<file path="src/rtl/cpu_run_ctrl_if.sv">
// Run-control bundle between the monitor/CPU side and cpu_run_ctrl.
// The master drives commands and CPU observations; the slave (cpu_run_ctrl) returns pulses.
interface cpu_run_ctrl_if #(
    parameter int unsigned STEP_W = 16
);
    logic              init_calib_complete;
    logic              cmd_start;
    logic              cmd_step;
    logic              cmd_stop;
    logic [STEP_W-1:0] step_num;
    logic              bp_en;
    logic [31:0]       bp_addr;
    logic [31:0]       pc_id;
    logic              pc_id_valid;
    logic              stall;
    logic              cpu_start;
    logic              quit_cmd;
    logic              cpu_running;
    logic              stop_valid;
    logic [1:0]        stop_cause;

    modport master (
        output init_calib_complete, cmd_start, cmd_step, cmd_stop, step_num,
               bp_en, bp_addr, pc_id, pc_id_valid, stall,
        input  cpu_start, quit_cmd, cpu_running, stop_valid, stop_cause
    );

    modport slave (
        input  init_calib_complete, cmd_start, cmd_step, cmd_stop, step_num,
               bp_en, bp_addr, pc_id, pc_id_valid, stall,
        output cpu_start, quit_cmd, cpu_running, stop_valid, stop_cause
    );
endinterface

</file>
<file path="src/rtl/cpu_run_ctrl.sv">
// Run-control initiator: turns monitor start/step/stop commands into cpu_start and
// quit_cmd pulses, adds a PC breakpoint and calibration gating, and reports the stop
// cause once the pipeline reset has drained.
module cpu_run_ctrl #(
    parameter int unsigned DRAIN_CYCLES = 4,
    parameter int unsigned STEP_W       = 16
) (
    input logic         clk,
    input logic         rst_n,
    cpu_run_ctrl_if.slave bus
);
    localparam logic [1:0] StIdle      = 2'd0;
    localparam logic [1:0] StWaitCalib = 2'd1;
    localparam logic [1:0] StRun       = 2'd2;
    localparam logic [1:0] StDrain     = 2'd3;

    localparam logic [1:0] CauseUser  = 2'd0;
    localparam logic [1:0] CauseStep  = 2'd1;
    localparam logic [1:0] CauseBp    = 2'd2;
    localparam logic [1:0] CauseCalib = 2'd3;

    localparam int unsigned DrainW = (DRAIN_CYCLES > 0) ? $clog2(DRAIN_CYCLES + 1) : 1;
    localparam logic [DrainW-1:0] DrainLast = DrainW'(DRAIN_CYCLES);
    localparam logic [DrainW-1:0] DrainOne  = DrainW'(1);
    localparam logic [STEP_W-1:0] StepOne   = STEP_W'(1);

    logic [1:0]        state_q, state_d;
    logic [STEP_W-1:0] step_cnt_q, step_cnt_d;
    logic              step_mode_q, step_mode_d;
    logic              bp_armed_q, bp_armed_d;
    logic [DrainW-1:0] drain_cnt_q, drain_cnt_d;
    logic [1:0]        cause_q, cause_d;
    logic              start_q, start_d;
    logic              quit_q, quit_d;
    logic              running_q, running_d;
    logic              stop_valid_q, stop_valid_d;

    logic              exec_cycle;
    logic              quit_hit;
    logic [1:0]        quit_cause;

    assign exec_cycle = ~bus.stall;

    // Prioritised quit condition while running; calibration loss outranks everything.
    always_comb begin
        quit_hit   = 1'b1;
        quit_cause = CauseUser;
        if (!bus.init_calib_complete) begin
            quit_cause = CauseCalib;
        end else if (bus.cmd_stop) begin
            quit_cause = CauseUser;
        end else if (bus.bp_en && bp_armed_q && bus.pc_id_valid && exec_cycle &&
                     (bus.pc_id == bus.bp_addr)) begin
            quit_cause = CauseBp;
        end else if (step_mode_q && exec_cycle && (step_cnt_q == StepOne)) begin
            quit_cause = CauseStep;
        end else begin
            quit_hit = 1'b0;
        end
    end

    // Next-state and next-output computation for the run-control FSM.
    always_comb begin
        state_d      = state_q;
        step_cnt_d   = step_cnt_q;
        step_mode_d  = step_mode_q;
        bp_armed_d   = bp_armed_q;
        drain_cnt_d  = drain_cnt_q;
        cause_d      = cause_q;
        start_d      = 1'b0;
        quit_d       = 1'b0;
        stop_valid_d = 1'b0;

        case (state_q)
            StIdle: begin
                // cmd_step wins over a simultaneous cmd_start.
                if (bus.cmd_step) begin
                    step_mode_d = 1'b1;
                    step_cnt_d  = (bus.step_num == '0) ? StepOne : bus.step_num;
                end else if (bus.cmd_start) begin
                    step_mode_d = 1'b0;
                end
                if (bus.cmd_start || bus.cmd_step) begin
                    if (bus.init_calib_complete) begin
                        state_d    = StRun;
                        start_d    = 1'b1;
                        bp_armed_d = 1'b0;
                    end else begin
                        state_d = StWaitCalib;
                    end
                end
            end
            StWaitCalib: begin
                // The CPU never started, so a stop here needs no quit pulse.
                if (bus.cmd_stop) begin
                    state_d      = StIdle;
                    cause_d      = CauseUser;
                    stop_valid_d = 1'b1;
                end else if (bus.init_calib_complete) begin
                    state_d    = StRun;
                    start_d    = 1'b1;
                    bp_armed_d = 1'b0;
                end
            end
            StRun: begin
                // Arm only after one executing cycle so a run can resume from bp_addr.
                if (exec_cycle) begin
                    bp_armed_d = 1'b1;
                    if (step_mode_q && (step_cnt_q != '0)) begin
                        step_cnt_d = step_cnt_q - StepOne;
                    end
                end
                if (quit_hit) begin
                    state_d     = StDrain;
                    quit_d      = 1'b1;
                    cause_d     = quit_cause;
                    drain_cnt_d = '0;
                end
            end
            StDrain: begin
                // Commands arriving here are dropped, not queued.
                if (drain_cnt_q == DrainLast) begin
                    state_d      = StIdle;
                    stop_valid_d = 1'b1;
                end else begin
                    drain_cnt_d = drain_cnt_q + DrainOne;
                end
            end
            default: begin
                state_d = StIdle;
            end
        endcase

        running_d = (state_d == StRun);
    end

    // State and registered outputs; reset clears everything without a quit pulse.
    always_ff @(posedge clk or negedge rst_n) begin
        if (!rst_n) begin
            state_q      <= StIdle;
            step_cnt_q   <= '0;
            step_mode_q  <= 1'b0;
            bp_armed_q   <= 1'b0;
            drain_cnt_q  <= '0;
            cause_q      <= CauseUser;
            start_q      <= 1'b0;
            quit_q       <= 1'b0;
            running_q    <= 1'b0;
            stop_valid_q <= 1'b0;
        end else begin
            state_q      <= state_d;
            step_cnt_q   <= step_cnt_d;
            step_mode_q  <= step_mode_d;
            bp_armed_q   <= bp_armed_d;
            drain_cnt_q  <= drain_cnt_d;
            cause_q      <= cause_d;
            start_q      <= start_d;
            quit_q       <= quit_d;
            running_q    <= running_d;
            stop_valid_q <= stop_valid_d;
        end
    end

    assign bus.cpu_start   = start_q;
    assign bus.quit_cmd    = quit_q;
    assign bus.cpu_running = running_q;
    assign bus.stop_valid  = stop_valid_q;
    assign bus.stop_cause  = cause_q;
endmodule

</file>
<file path="src/flat_wrapper.sv">
// flat-port wrapper written by rule: the top's interface ports become plain ports
module cpu_run_ctrl_flat 
#(
    parameter int unsigned DRAIN_CYCLES = 4,
    parameter int unsigned STEP_W       = 16
)
  (clk, rst_n, bus_init_calib_complete, bus_cmd_start, bus_cmd_step, bus_cmd_stop, bus_step_num, bus_bp_en, bus_bp_addr, bus_pc_id, bus_pc_id_valid, bus_stall, bus_cpu_start, bus_quit_cmd, bus_cpu_running, bus_stop_valid, bus_stop_cause);
  cpu_run_ctrl_if #(.STEP_W(STEP_W)) bus_i ();
  input logic clk;
  input logic rst_n;
  input wire logic [$bits(bus_i.init_calib_complete)-1:0] bus_init_calib_complete;
  input wire logic [$bits(bus_i.cmd_start)-1:0] bus_cmd_start;
  input wire logic [$bits(bus_i.cmd_step)-1:0] bus_cmd_step;
  input wire logic [$bits(bus_i.cmd_stop)-1:0] bus_cmd_stop;
  input wire logic [$bits(bus_i.step_num)-1:0] bus_step_num;
  input wire logic [$bits(bus_i.bp_en)-1:0] bus_bp_en;
  input wire logic [$bits(bus_i.bp_addr)-1:0] bus_bp_addr;
  input wire logic [$bits(bus_i.pc_id)-1:0] bus_pc_id;
  input wire logic [$bits(bus_i.pc_id_valid)-1:0] bus_pc_id_valid;
  input wire logic [$bits(bus_i.stall)-1:0] bus_stall;
  output wire logic [$bits(bus_i.cpu_start)-1:0] bus_cpu_start;
  output wire logic [$bits(bus_i.quit_cmd)-1:0] bus_quit_cmd;
  output wire logic [$bits(bus_i.cpu_running)-1:0] bus_cpu_running;
  output wire logic [$bits(bus_i.stop_valid)-1:0] bus_stop_valid;
  output wire logic [$bits(bus_i.stop_cause)-1:0] bus_stop_cause;
  assign bus_i.init_calib_complete = bus_init_calib_complete;
  assign bus_i.cmd_start = bus_cmd_start;
  assign bus_i.cmd_step = bus_cmd_step;
  assign bus_i.cmd_stop = bus_cmd_stop;
  assign bus_i.step_num = bus_step_num;
  assign bus_i.bp_en = bus_bp_en;
  assign bus_i.bp_addr = bus_bp_addr;
  assign bus_i.pc_id = bus_pc_id;
  assign bus_i.pc_id_valid = bus_pc_id_valid;
  assign bus_i.stall = bus_stall;
  assign bus_cpu_start = bus_i.cpu_start;
  assign bus_quit_cmd = bus_i.quit_cmd;
  assign bus_cpu_running = bus_i.cpu_running;
  assign bus_stop_valid = bus_i.stop_valid;
  assign bus_stop_cause = bus_i.stop_cause;
  cpu_run_ctrl #(.DRAIN_CYCLES(DRAIN_CYCLES), .STEP_W(STEP_W)) u_core (.clk(clk), .rst_n(rst_n), .bus(bus_i));
endmodule
</file>
<file path="config.mk">
export PLATFORM = sky130hd
export DESIGN_NAME = cpu_run_ctrl_flat
export DESIGN_NICKNAME = d
export VERILOG_FILES = /design/src/rtl/cpu_run_ctrl_if.sv /design/src/rtl/cpu_run_ctrl.sv /design/src/flat_wrapper.sv
export SDC_FILE = /design/constraint.sdc
export NUM_CORES = 1
export LEC_CHECK = 0
export CORE_AREA = 2 2 76 78
export DETAILED_ROUTE_END_ITERATION = 10
export DIE_AREA = 0 0 78 80
export MAX_ROUTING_LAYER = met4
export PLACE_DENSITY_LB_ADDON = 0.25
export SETUP_SLACK_MARGIN = 0.2
export SYNTH_ARGS = -nofsm -noshare
export SYNTH_HDL_FRONTEND = slang
export SYNTH_SLANG_ARGS = --single-unit
</file>
<file path="constraint.sdc">
create_clock -name clk -period 3.4 [get_ports clk]
set_input_delay 0.68 -clock clk [delete_from_list [all_inputs] [get_ports clk]]
set_output_delay 0.68 -clock clk [all_outputs]
set_load 0.02 [all_outputs]
</file>
# Word-level counts from Yosys, hierarchy flattened
# Index checks and enable logic that the tools add are counted.
# word_totals
output_inout_bits	6
register_bits	29
in_bits	89
wordCells	91
# classes
reduce_logical	21
mux	42
bitwise_logic	1
eq_ne	15
add_sub_neg	2
# ops
op	n
$mux 16	4
$eq 32x32->1	1
$pmux 16 s2	1
$mux 2	11
$mux 1	18
$eq 16x1->1 const B	1
$logic_not 16->1	1
$reduce_bool 16->1	1
$sub 16x1->16 const B	1
$ne 2x2->1 const B	5
$pmux 2 s4	1
$reduce_and 4->1	2
$reduce_bool 2->1	4
$logic_and 1x1->1	7
$eq 2x2->1 const B	3
$mux 3	2
$ne 2x1->1 const B	3
$pmux 3 s2	1
$reduce_and 3->1	2
$pmux 1 s2	2
$pmux 2 s2	1
$add 3x1->3 const B	1
$eq 3x3->1 const B	1
$pmux 1 s3	1
other kinds (6)	6

# Logic depth before layout (Yosys ltp)
# logic_depth
depth_word	10
depth_mapped	8
depth_no_buf	7

# Worst setup path after synthesis
# Ideal clock, no wire load.
# synth_path
path_kind	flip-flop to flip-flop
startpoint	register u_core.step_cnt_q[3]
endpoint	register u_core.step_cnt_q[3]
period_less_slack_ns	2.087
stages_incl_launch_ff	7
setup_slack_ns	1.313
setup_ns	0.123
n_path_buf	1
t_required_ns	3.277
t_arrival_ns	1.964
path_cell_list	dfrtp_1 or4_4 or3_4 o311a_4 buf_6 a21oi_1 a21oi_1
# synth_via
elab_chain_len	4
elab_cells_between_ends	8
classes_between	add/sub (1); eq/ne (1); mux (3); reduce/logical (3)
# synth_rtl
element	line_no	rtl
from (decl)	cpu_run_ctrl.sv:28	logic [STEP_W-1:0] step_cnt_q, step_cnt_d;
from (signal assigned)	cpu_run_ctrl.sv:152	step_cnt_q <= step_cnt_d;
$sub 16x1->16 / $reduce_bool 16->1 (equally long branches)	cpu_run_ctrl.sv:110, cpu_run_ctrl.sv:109	
$mux 16 / $logic_and 1x1->1 (equally long branches)	cpu_run_ctrl.sv:109	if (step_mode_q && (step_cnt_q != '0)) begin
$mux 16 / $ne 2x1->1 (equally long branches)	--	
$pmux 16 s2 / $reduce_and 4->1 (equally long branches)	--	
# Parallel ways exist; a longest one is shown, timed or not. The select of a mux whose other input is x is not followed.
# A chain may end at the register's enable or synchronous reset.

# Worst setup path after layout
# layout_path
startpoint	register u_core.step_cnt_q[8]
endpoint	register u_core.step_cnt_q[2]
# layout_via
elab_chain_len	4
# layout_rtl
element	line_no
$reduce_bool 16->1	cpu_run_ctrl.sv:109
$logic_and 1x1->1	cpu_run_ctrl.sv:109
$ne 2x1->1 (no line)	--
$reduce_and 4->1 (no line)	--
# Every way passes these cells.

==> results_dict.tcl <==
set metrics [dict create \
    run_status "finished, final reports clean" \
    library_cell_with_the_largest_summed_area_after_synthesis "sky130_fd_sc_hd__dfrtp_1" \
    placement_row_count 27 \
    vias 2248 \
    drt_iter0_markers 142 \
    internal-power_mw 1.11 \
    detailedPlacementHpwl_microns 4780 \
    crit_path_frequent_cell "sky130_fd_sc_hd__a21oi_1" \
    placement.setup.worst_slack_ns 0.717 \
    comb_power_share_pct 50.7 \
    critical_path.endpoint_type "register" \
    skew_ns 0.00374 \
    postCtsSetupRepairBufs 0 \
    post_layout_nonfiller_instances 418 \
    critical_path.max_fanout 12 \
    rsz_0062_raised_after_global_routing "false" \
    power_density_over_the_cells_nw_per_um2 603 \
    post_cts_resize_count 0 \
    setup.worst_path.class "register to register" \
    hold_viol 0 \
    diodes 0 \
    layout-drive-gt1-share_pct 5.49 \
    setup-tns-final_ns 0 \
    total_die_area_sq_um 6240 \
    synth_top_cells_by_area "sky130_fd_sc_hd__dfrtp_1 (34%), sky130_fd_sc_hd__xnor2_1 (11%), sky130_fd_sc_hd__a21oi_1 (5.0%)" \
    detail_route.drc_violations 0 \
    numCtsBuffers 5 \
    finalWorstPathRequiredPeriod_ns 2.67 \
    cts_sinks 29 \
    post-place-cells 410 \
    track_usage_pct 20.2 \
    multi_input_comb_area_sq_um 1290 \
    wire_length_of_the_first_global_routing_pass_microns 9780 \
    cts_root_buf "sky130_fd_sc_hd__clkbuf_8" \
    min_period_over_period_pct 78.5 \
    netlist_instances 250 \
    vias_per_cell 5.38 \
    pin_count 95 \
    synth_edf_count 0 \
    initial_utilization_pct 39.2 \
    async_flop_share_pct 100 \
    critical_path.slowest_cell "sky130_fd_sc_hd__o311ai_2" \
    seqCellArea_sq_um 726 \
    tritoncts "yes" \
    layout_setup_ws_ns 0.730 \
    p_leak_nw 1.20 \
    route.detailed.wl_per_inst_microns 14.3 \
    worstPathRequired_ns 3.56 \
    cts_max_path_buffers 2 \
    sw_frac_of_total_pct 42.8 \
    die_width_microns 78 \
    grt_max_degree 30 \
    post_route_antenna_net_violation_count 0 \
    synth.avg_cell_area_sq_um 8.47 \
    worstRegToRegCells 7 \
    flow.area_growth_from_synthesis_pct 51.4 \
    core_sq_um 5410 \
    overflow 0 \
    worst_hold_path.num_cells 2 \
    die-height_microns 80 \
    synth_top_area_share_pct 34.3 \
    synth.cell_area_sq_um 2120 \
    globalplace.congestion 0.909 \
    synth.distinct_cells 49 \
    clk_pin_slew_worst_paths_ns 0.06 \
    clockPowerShare_pct 14.0 \
    postLayoutCoreUtil_pct 59.3 \
    max_slew_margin_pct 50.5 \
    synthesis.yosys.warnings 0 \
    power.switching_mw 0.828 \
    hold_ws_ns 0.515 \
    cts_stage_hold_buffer_count 0 \
    synth_ff_type "sky130_fd_sc_hd__dfrtp_1" \
    routed_wirelength_microns 5970 \
    fillCellCount 502 \
    worst_setup_path_start_kind "register" \
    antenna_violations_before_repair 0 \
    nets 439 \
    vias_in_the_first_global_route 2175 \
    post-synth-top-count-cell "sky130_fd_sc_hd__dfrtp_1" \
    numPortBuffers 94 \
    setup-violations-final 0 \
    ir_worst_vdd_mv 0.277 \
    synth.yosys.seq_area_share_pct 34.3 \
    h-tree-depth 2 \
    report.final.slew_viol_count 0 \
    clock_latency_ns 0.28 \
    synth_top_cells_by_count "sky130_fd_sc_hd__dfrtp_1 (29), sky130_fd_sc_hd__xnor2_1 (27), sky130_fd_sc_hd__a21oi_1 (21), sky130_fd_sc_hd__o21ai_0 (19)" \
    yosys_register_bits 29 \
    critPathArrivalTime_ns 2.83 \
    timing.max_cap.violations 0 \
    power_frac_seq_pct 35.2 \
    worst_slew_pin_slew_ns 0.733 \
    cells_along_the_critical_path "or4_1 > nand2b_1 > o311ai_2 > buf_4 > a21oi_1 > nor2_1 > a21oi_1" \
    top_achievable_clock_speed_mhz 374 \
    hold_path_class "register to register" \
    drt_first_pass_iters 4 \
    syn-num-nets 344 \
    slowest_delay_ns 0.71 \
]
-- area by class of cell --
type                    count  area share, %
clock buffers               8           2.50
inverters                  12           1.40
multi-input cells         199           40.4
flip-flops and latches     29           22.6
well taps                  72           2.81
repair buffers             98           30.3
-- logic make-up after synthesis --
logic type      share of synthesized area [%]
flops                                    34.3
mux                                     0.532
compound gates                           24.2
simple gates                             20.3
fa+ha+maj                                2.95
xor+xnor                                 13.2
buf+inv                                  4.61
-- routing by layer --
| layer | wire (microns) | vias up | GRT usage (%) |
|---|---|---|---|
| li1 | - | 1111 | - |
| met1 | 2440 | 1043 | 23.0 |
| met2 | 3070 | 87 | 36.0 |
| met3 | 370 | 7 | 3.96 |
| met4 | 85 | 0 | 6.32 |
| met5 | 0 | - | - |
-- cell usage in the layout (no fill, tap or decap), types with 6 or more instances in the layout --
cell type	count
sky130_fd_sc_hd__a21oi_1	21
sky130_fd_sc_hd__clkdlybuf4s50_1	94
sky130_fd_sc_hd__dfrtp_1	29
sky130_fd_sc_hd__inv_1	11
sky130_fd_sc_hd__nand2_1	16
sky130_fd_sc_hd__nand3_1	6
sky130_fd_sc_hd__nand4_1	8
sky130_fd_sc_hd__nor2_1	16
sky130_fd_sc_hd__nor3_1	9
sky130_fd_sc_hd__nor4_1	10
sky130_fd_sc_hd__o21ai_0	19
sky130_fd_sc_hd__o21ai_1	9
sky130_fd_sc_hd__o22ai_1	6
sky130_fd_sc_hd__xnor2_1	27
-- through the flow --
step	instance area, sq um	power [mW]
finish	3210	1.93
global route	3210	2.10
CTS	3210	1.94
detailed placement	3130	1.66
global placement	3130	1.64
floorplan	2120	1.31
-- path summary, 6_finish.rpt --
check | slack (ns) | to | start
worst max-delay path | 0.73 | u_core.step_cnt_q[2] | u_core.step_cnt_q[8]
worst min-delay path | 0.52 | u_core.step_cnt_q[15] | u_core.step_cnt_q[15]
worst max register to register | 0.73 | u_core.step_cnt_q[2] | u_core.step_cnt_q[8]
worst min register to register | 0.52 | u_core.step_cnt_q[15] | u_core.step_cnt_q[15]
max in group asynchronous | 2.34 | u_core.bp_armed_q | rst_n
min in group asynchronous | 0.78 | u_core.bus.cpu_start | rst_n
-- state kept, by name, summed over array words and instances (netlist names) --
signal	flops
u_core.bus.quit_cmd	1
u_core.step_cnt_q	16
u_core.bus.cpu_start	1
u_core.drain_cnt_q	3
u_core.step_mode_q	1
u_core.bp_armed_q	1
u_core.bus.stop_valid	1
u_core.state_q	2
u_core.bus.stop_cause	2
u_core.bus.cpu_running	1
-- power by group through the flow --
stage / sequential [mW] / combinational, mW / clock, mW
finish: 0.681 / 0.981 / 0.272
global route: 0.705 / 1.10 / 0.294
CTS: 0.677 / 0.984 / 0.277
detailed placement: 0.682 / 0.976 / 0
global placement: 0.674 / 0.962 / 0
floorplan: 0.650 / 0.659 / 0
-- worst max-delay path, delay by kind of cell, from the launching register on --
family,cells,cell delay [ns]
and+or+nand+nor,3,1.01
AOI/OAI and AO/OA,3,0.81
DFF,1,0.44
buffers and inverters,1,0.29
Power figures use the tool's default switching activity.
